`src/rtl/imm_gen_pkg.sv`:
```
// imm_gen_pkg: shared types and opcode constants for the immediate-generation stage.
package imm_gen_pkg;

    // Immediate format reported alongside the generated immediate
    typedef enum logic [2:0] {
        FMT_NONE = 3'd0,
        FMT_I    = 3'd1,
        FMT_S    = 3'd2,
        FMT_B    = 3'd3,
        FMT_U    = 3'd4,
        FMT_J    = 3'd5,
        FMT_SH   = 3'd6,
        FMT_Z    = 3'd7
    } imm_fmt_e;

    // Major opcodes (instr[6:0])
    localparam logic [6:0] OPC_LUI     = 7'b0110111;
    localparam logic [6:0] OPC_AUIPC   = 7'b0010111;
    localparam logic [6:0] OPC_JAL     = 7'b1101111;
    localparam logic [6:0] OPC_JALR    = 7'b1100111;
    localparam logic [6:0] OPC_BRANCH  = 7'b1100011;
    localparam logic [6:0] OPC_LOAD    = 7'b0000011;
    localparam logic [6:0] OPC_STORE   = 7'b0100011;
    localparam logic [6:0] OPC_OPIMM   = 7'b0010011;
    localparam logic [6:0] OPC_OPIMM32 = 7'b0011011;
    localparam logic [6:0] OPC_SYSTEM  = 7'b1110011;

    // Widest supported datapath; decode always sign-extends to this width
    localparam int unsigned IMM_MAX_W = 64;

    // Decode result before registering
    typedef struct packed {
        logic [IMM_MAX_W-1:0] imm;
        imm_fmt_e             fmt;
        logic                 unknown;
    } imm_res_t;

endpackage

```
`src/rtl/imm_gen_skid.sv`:
```
// imm_gen_skid: generic 1-entry skid buffer in front of an output register.
// in_ready (o_ready) is registered; full throughput is kept while the consumer
// is ready, and one extra beat is absorbed when it stalls.
module imm_gen_skid
    import imm_gen_pkg::*;
#(
    parameter int unsigned W = 8
) (
    input  logic         clk,
    input  logic         rst,
    input  logic         i_valid,
    output logic         o_ready,
    input  logic [W-1:0] i_data,
    output logic         o_valid,
    input  logic         i_ready,
    output logic [W-1:0] o_data
);

    logic         r_out_valid;
    logic [W-1:0] r_out_data;
    logic         r_skid_valid;
    logic [W-1:0] r_skid_data;
    logic         r_in_ready;

    logic         w_in_fire;
    logic         w_out_load;

    assign w_in_fire  = i_valid && r_in_ready;
    assign w_out_load = !r_out_valid || i_ready;

    // Output register loads from skid first, then from input; otherwise an accepted beat parks in skid
    always_ff @(posedge clk or posedge rst) begin
        if (rst) begin
            r_out_valid  <= 1'b0;
            r_out_data   <= '0;
            r_skid_valid <= 1'b0;
            r_skid_data  <= '0;
            r_in_ready   <= 1'b1;
        end else if (w_out_load) begin
            if (r_skid_valid) begin
                r_out_data   <= r_skid_data;
                r_out_valid  <= 1'b1;
                r_skid_valid <= 1'b0;
                r_in_ready   <= 1'b1;
            end else if (w_in_fire) begin
                r_out_data  <= i_data;
                r_out_valid <= 1'b1;
            end else begin
                r_out_valid <= 1'b0;
            end
        end else if (w_in_fire) begin
            r_skid_data  <= i_data;
            r_skid_valid <= 1'b1;
            r_in_ready   <= 1'b0;
        end
    end

    assign o_ready = r_in_ready;
    assign o_valid = r_out_valid;
    assign o_data  = r_out_data;

endmodule

```
`src/rtl/imm_gen_pipe.sv`:
```
// imm_gen_pipe: registered RV immediate generator (combinational decode + skid register).
// Optional: define IMM_GEN_ZICSR_EN to decode SYSTEM/CSR immediates (fmt Z / CSR address).
module imm_gen_pipe
    import imm_gen_pkg::*;
#(
    parameter int unsigned XLEN  = 32,
    parameter int unsigned TAG_W = 32
) (
    input  logic             clk,
    input  logic             rst,
    input  logic             in_valid,
    output logic             in_ready,
    input  logic [31:0]      in_instr,
    input  logic [TAG_W-1:0] in_tag,
    output logic             out_valid,
    input  logic             out_ready,
    output logic [XLEN-1:0]  out_imm,
    output imm_fmt_e         out_fmt,
    output logic             out_unknown,
    output logic [TAG_W-1:0] out_tag
);

    localparam bit          IS64  = (XLEN == 64);
    localparam int unsigned PAY_W = TAG_W + XLEN + 4;

    logic [6:0]       w_opc;
    logic [2:0]       w_f3;
    imm_res_t         w_res;
    logic [PAY_W-1:0] w_pay_in;
    logic [PAY_W-1:0] w_pay_out;

    assign w_opc = in_instr[6:0];
    assign w_f3  = in_instr[14:12];

    // Immediate decode; everything is built 64 bits wide and truncated to XLEN below
    always_comb begin
        w_res = '0;
        unique case (w_opc)
            OPC_LUI, OPC_AUIPC: begin
                w_res.imm = {{32{in_instr[31]}}, in_instr[31:12], 12'b0};
                w_res.fmt = FMT_U;
            end
            OPC_JAL: begin
                w_res.imm = {{44{in_instr[31]}}, in_instr[19:12], in_instr[20],
                             in_instr[30:21], 1'b0};
                w_res.fmt = FMT_J;
            end
            OPC_JALR, OPC_LOAD: begin
                w_res.imm = {{52{in_instr[31]}}, in_instr[31:20]};
                w_res.fmt = FMT_I;
            end
            OPC_BRANCH: begin
                w_res.imm = {{52{in_instr[31]}}, in_instr[7], in_instr[30:25],
                             in_instr[11:8], 1'b0};
                w_res.fmt = FMT_B;
            end
            OPC_STORE: begin
                w_res.imm = {{52{in_instr[31]}}, in_instr[31:25], in_instr[11:7]};
                w_res.fmt = FMT_S;
            end
            OPC_OPIMM: begin
                if (w_f3 == 3'b001 || w_f3 == 3'b101) begin
                    // funct7/funct6 bits never leak into the shift amount
                    if (IS64) begin
                        w_res.imm = {58'b0, in_instr[25:20]};
                    end else begin
                        w_res.imm = {59'b0, in_instr[24:20]};
                    end
                    w_res.fmt = FMT_SH;
                end else begin
                    w_res.imm = {{52{in_instr[31]}}, in_instr[31:20]};
                    w_res.fmt = FMT_I;
                end
            end
            OPC_OPIMM32: begin
                if (!IS64) begin
                    w_res.unknown = 1'b1;
                end else if (w_f3 == 3'b001 || w_f3 == 3'b101) begin
                    w_res.imm = {59'b0, in_instr[24:20]};
                    w_res.fmt = FMT_SH;
                end else begin
                    w_res.imm = {{52{in_instr[31]}}, in_instr[31:20]};
                    w_res.fmt = FMT_I;
                end
            end
`ifdef IMM_GEN_ZICSR_EN
            OPC_SYSTEM: begin
                if (w_f3 == 3'b101 || w_f3 == 3'b110 || w_f3 == 3'b111) begin
                    w_res.imm = {59'b0, in_instr[19:15]};
                    w_res.fmt = FMT_Z;
                end else begin
                    w_res.imm = {52'b0, in_instr[31:20]};
                    w_res.fmt = FMT_I;
                end
            end
`else
            OPC_SYSTEM: begin
                w_res.unknown = 1'b1;
            end
`endif
            default: begin
                w_res.unknown = 1'b1;
            end
        endcase
    end

    // Upper decode bits are intentionally dropped when XLEN is narrower than 64
    generate
        if (XLEN < IMM_MAX_W) begin : g_trunc
            logic w_unused_hi;
            assign w_unused_hi = ^w_res.imm[IMM_MAX_W-1:XLEN];
        end
    endgenerate

    assign w_pay_in = {in_tag, w_res.imm[XLEN-1:0], w_res.fmt, w_res.unknown};

    imm_gen_skid #(
        .W (PAY_W)
    ) u_skid (
        .clk     (clk),
        .rst     (rst),
        .i_valid (in_valid),
        .o_ready (in_ready),
        .i_data  (w_pay_in),
        .o_valid (out_valid),
        .i_ready (out_ready),
        .o_data  (w_pay_out)
    );

    assign out_unknown = w_pay_out[0];
    assign out_fmt     = imm_fmt_e'(w_pay_out[3:1]);
    assign out_imm     = w_pay_out[XLEN+3:4];
    assign out_tag     = w_pay_out[PAY_W-1:XLEN+4];

endmodule

```
`config.mk`:
```
export PLATFORM = sky130hd
export DESIGN_NAME = imm_gen_pipe
export DESIGN_NICKNAME = d
export VERILOG_FILES = /design/src/rtl/imm_gen_pkg.sv /design/src/rtl/imm_gen_skid.sv /design/src/rtl/imm_gen_pipe.sv
export SDC_FILE = /design/constraint.sdc
export NUM_CORES = 1
export LEC_CHECK = 0
export ABC_AREA = 1
export BUFFER_PORTS_ARGS = -buffer_cell sky130_fd_sc_hd__buf_2
export CAP_MARGIN = 10
export CORE_MARGIN = 8
export CORE_UTILIZATION = 50
export CTS_BUF_LIST = sky130_fd_sc_hd__clkbuf_8
export DETAILED_ROUTE_END_ITERATION = 10
export GPL_ROUTABILITY_DRIVEN = 0
export GPL_TIMING_DRIVEN = 0
export PLACE_DENSITY = 0.71
export RECOVER_POWER = 100
export SYNTH_ARGS = -nofsm -noshare
export SYNTH_HDL_FRONTEND = slang
export SYNTH_SLANG_ARGS = --single-unit
```
`constraint.sdc`:
```
create_clock -name clk -period 7.4 [get_ports clk]
set_input_delay 0.74 -clock clk [delete_from_list [all_inputs] [get_ports clk]]
set_output_delay 0.74 -clock clk [all_outputs]
set_load 0.01 [all_outputs]
```
==> impl_metrics.json <==
{
  "status": "finished, violations left",
  "failed_checks": "max-capacitance violations, max-slew violations",
  "ir_drop_mv": 0.1291,
  "io_pins": 138,
  "relSlewSlack_pct": -27.29,
  "drt_iter0_markers": 598,
  "post_drt_wl_per_cell_microns": 14.92,
  "first_global_vias": 6384,
  "timing.critical_path.slowest_stage_cell": "sky130_fd_sc_hd__dfstp_1",
  "num_antenna_cells": 0,
  "routed_via_density": 5.088,
  "antenna_found_initial": 0,
  "clkTransAtPathRegs_ps": 70,
  "floorplan.die.height_microns": 133.1,
  "tightestPinTransition_ps": 1899,
  "total_congestion_overflow_after_global_routing": 0,
  "dieArea_sq_um": 17710,
  "period_share_pct": 30.33,
  "yosys_warnings": 0,
  "grtUsageTotal_pct": 21.88,
  "die-width_microns": 133.1,
  "synthCells": 933,
  "drcViolationCount": 0,
  "area_growth_syn_to_layout_pct": 18.17,
  "worstSetupEndpointType": "register",
  "antenna_left": 0,
  "root_buffer": "sky130_fd_sc_hd__clkbuf_8",
  "wirelength_mm": 19.06,
  "hold_class": "register to register",
  "crit_arrival_ps": 2550,
  "setup.worst_path.class": "register to register",
  "cts_tree": "yes",
  "minimum_clock_period_after_layout_ps": 2244,
  "crit_cells": 7,
  "crit_path_most_repeated_cell": "sky130_fd_sc_hd__nand2_1",
  "count_of_endpoints_failing_hold_in_the_final_timing_report": 0,
  "nNetsFinal": 1158,
  "layout_common_cells": "sky130_fd_sc_hd__nand2_1 (419), sky130_fd_sc_hd__dfrtp_1 (138), sky130_fd_sc_hd__nor2_1 (126)",
  "first_pass_iters": 5,
  "grt_max_degree": 99,
  "portBuffers": 137,
  "yosys_register_bits": 139,
  "worstSetupStartpoint": "u_skid.o_ready",
  "clock_latency_ps": 460,
  "floorplan.rows": 42,
  "synth_area_per_cell_sq_um": 7.344,
  "critical_path.reg2reg.endpoint": "u_skid.o_data[43]",
  "cts.sink_count": 139,
  "skew_ps": 7.592,
  "layout-drive-gt1-share_pct": 12.25,
  "placed_cells": 1247,
  "hpwlAfterDp_mm": 13.76,
  "r2r-start": "u_skid.o_ready",
  "maxCapViolations": 1,
  "r2r.worst_path.cells": 7,
  "synth.net_count": 1001,
  "count_of_different_cell_masters_after_synthesis": 21,
  "syn_area_sq_um": 6852,
  "cts.hold.buffers_added": 0,
  "crit_path_cell_trace": "nand2_1 > nand2_1 > nand2_1 > inv_1 > clkbuf_1 > clkbuf_1 > a31oi_1",
  "worst_ep_required_time_ps": 7710,
  "most_common_cell_after_layout_fill_and_taps_aside": "sky130_fd_sc_hd__nand2_1",
  "post-route-util_pct": 60.90,
  "critical-path-max-stage-delay_ps": 550,
  "cts_resized": 0,
  "upper_clock_frequency_limit_mhz": 445.6,
  "setup_viol": 0,
  "setup_total_negative_slack_ps": 0,
  "grt_setup_unrepaired": "no",
  "cts_made_buffers": 17,
  "timing.critical_path.max_delay_family": "buffers and inverters",
  "timing.critical_path.fanout_max": 10,
  "maximum_clock_path_buffer_count": 2,
  "power_leakage_nw": 4.540,
  "core_area_sq_um": 13300,
  "cts_setup_buffers": 0,
  "timing.critical_path.from_type": "register",
  "n_fill_cell": 1320,
  "vias": 6503,
  "path_buf_inv": 3,
  "grt_first_pass_wirelength_mm": 31.32,
  "crit_path_end": "u_skid.o_data[43]",
  "synth_seq_area_share_pct": 50.79,
  "htreeDepth": 4,
  "drv_slew": 42,
  "cell_area_power_density_nw_per_um2": 328.5,
  "initial_core_util_pct": 51.53,
  "post_layout_nonfiller_instances": 1278,
  "setup_slack_reg_to_reg_ps": 5160
}
cell families (layout without fill, tap and decap cells):
kind of cell           after synthesis  in the layout  synth area share [%]
AO/OA/AOI/OAI                       61             61                 5.588
buffers and inverters              100            269                 6.191
flip-flops                         139            139                 50.79
AND/OR/NAND/NOR                    633            633                 37.44
report_power, final:
| group | switching [mW] | leakage, nW | total [mW] | internal [mW] |
|---|---|---|---|---|
| registers | 0.148 | 1.76 | 1.19 | 1.05 |
| logic | 0.554 | 2.56 | 0.834 | 0.280 |
| clock network | 0.284 | 0.220 | 0.632 | 0.348 |
| total | 0.986 | 4.54 | 2.66 | 1.67 |
worst min path at each step:
stage                           startpoint                endpoint  slack, ps  depth (start not counted)
finish              u_skid.r_skid_data[49]  u_skid.r_skid_data[49]        470                          2
global route                    in_tag[26]  u_skid.r_skid_data[62]        490                          3
CTS                                    rst        u_skid.o_data[6]        280                          2
detailed placement  u_skid.r_skid_data[37]  u_skid.r_skid_data[37]        460                          2
global placement    u_skid.r_skid_data[64]  u_skid.r_skid_data[64]        450                          2
floorplan           u_skid.r_skid_data[36]  u_skid.r_skid_data[36]        440                          2
through the flow:
| step | hold WS (ps) | cell area, sq um | total power, mW | setup slack (ps) |
|---|---|---|---|---|
| global route | 489.4 | 8097 | 2.859 | 4960 |
| floorplan | 441.7 | 6852 | 1.727 | 2937 |
| global placement | 453.9 | 7757 | 2.062 | 1294 |
| detailed placement | 457.9 | 7790 | 2.090 | 5196 |
| CTS | 279.0 | 8198 | 2.725 | 5501 |
| finish | 473.1 | 8097 | 2.660 | 5156 |
cell type report:
class | count | area, sq um | share of cell area, %
clock inverter | 8 | 91.34 | 1.128
clock buffer | 23 | 316.6 | 3.910
buffer | 53 | 235.2 | 2.905
inverter | 47 | 180.2 | 2.225
sequential | 139 | 3480 | 42.98
tap | 176 | 220.2 | 2.720
timing repair buffer | 138 | 625.6 | 7.727
multi-input combinational | 694 | 2948 | 36.41
state kept, by name, summed over array words and instances (netlist names):
signal and flops:
u_skid.r_skid_valid 1, u_skid.o_valid 1, u_skid.o_ready 1, u_skid.o_data 68, u_skid.r_skid_data 68
layer usage:
metal  vias up  wire [microns]  GRT usage, %
li1       3251               -             -
met1      3008            8609         28.07
met2       204            8763         34.33
met3        40            1307         5.942
met4         0             382         8.770
met5         -               0             0
worst min-delay path, stage by stage (launching register included):
cell and delay, ps:
sky130_fd_sc_hd__dfrtp_1 350, sky130_fd_sc_hd__nand2_1 50, sky130_fd_sc_hd__nand2_1 40
cell usage after synthesis:
| cell type | count | area [sq um] |
|---|---|---|
| sky130_fd_sc_hd__o21bai_2 | 2 | 22.52 |
| sky130_fd_sc_hd__dfstp_2 | 1 | 26.28 |
| sky130_fd_sc_hd__o21bai_1 | 6 | 45.04 |
| sky130_fd_sc_hd__inv_1 | 38 | 142.6 |
| sky130_fd_sc_hd__nor2_1 | 126 | 473.0 |
| sky130_fd_sc_hd__inv_2 | 8 | 30.03 |
| sky130_fd_sc_hd__a21oi_1 | 9 | 45.04 |
| sky130_fd_sc_hd__buf_2 | 13 | 65.06 |
| sky130_fd_sc_hd__nand3_2 | 3 | 30.03 |
| sky130_fd_sc_hd__dfrtp_1 | 138 | 3453 |
| sky130_fd_sc_hd__buf_6 | 4 | 45.04 |
| sky130_fd_sc_hd__nand3_1 | 42 | 210.2 |
| sky130_fd_sc_hd__a31oi_1 | 40 | 250.2 |
| sky130_fd_sc_hd__nand2_1 | 419 | 1573 |
| sky130_fd_sc_hd__nor2_4 | 2 | 22.52 |
| sky130_fd_sc_hd__nand2_2 | 7 | 43.79 |
| sky130_fd_sc_hd__nor2_2 | 6 | 37.54 |
| sky130_fd_sc_hd__clkbuf_1 | 36 | 135.1 |
| sky130_fd_sc_hd__o21ai_0 | 4 | 20.02 |
| sky130_fd_sc_hd__inv_4 | 1 | 6.260 |
| sky130_fd_sc_hd__nand4_1 | 28 | 175.2 |
(Power assumes the default switching activity.)
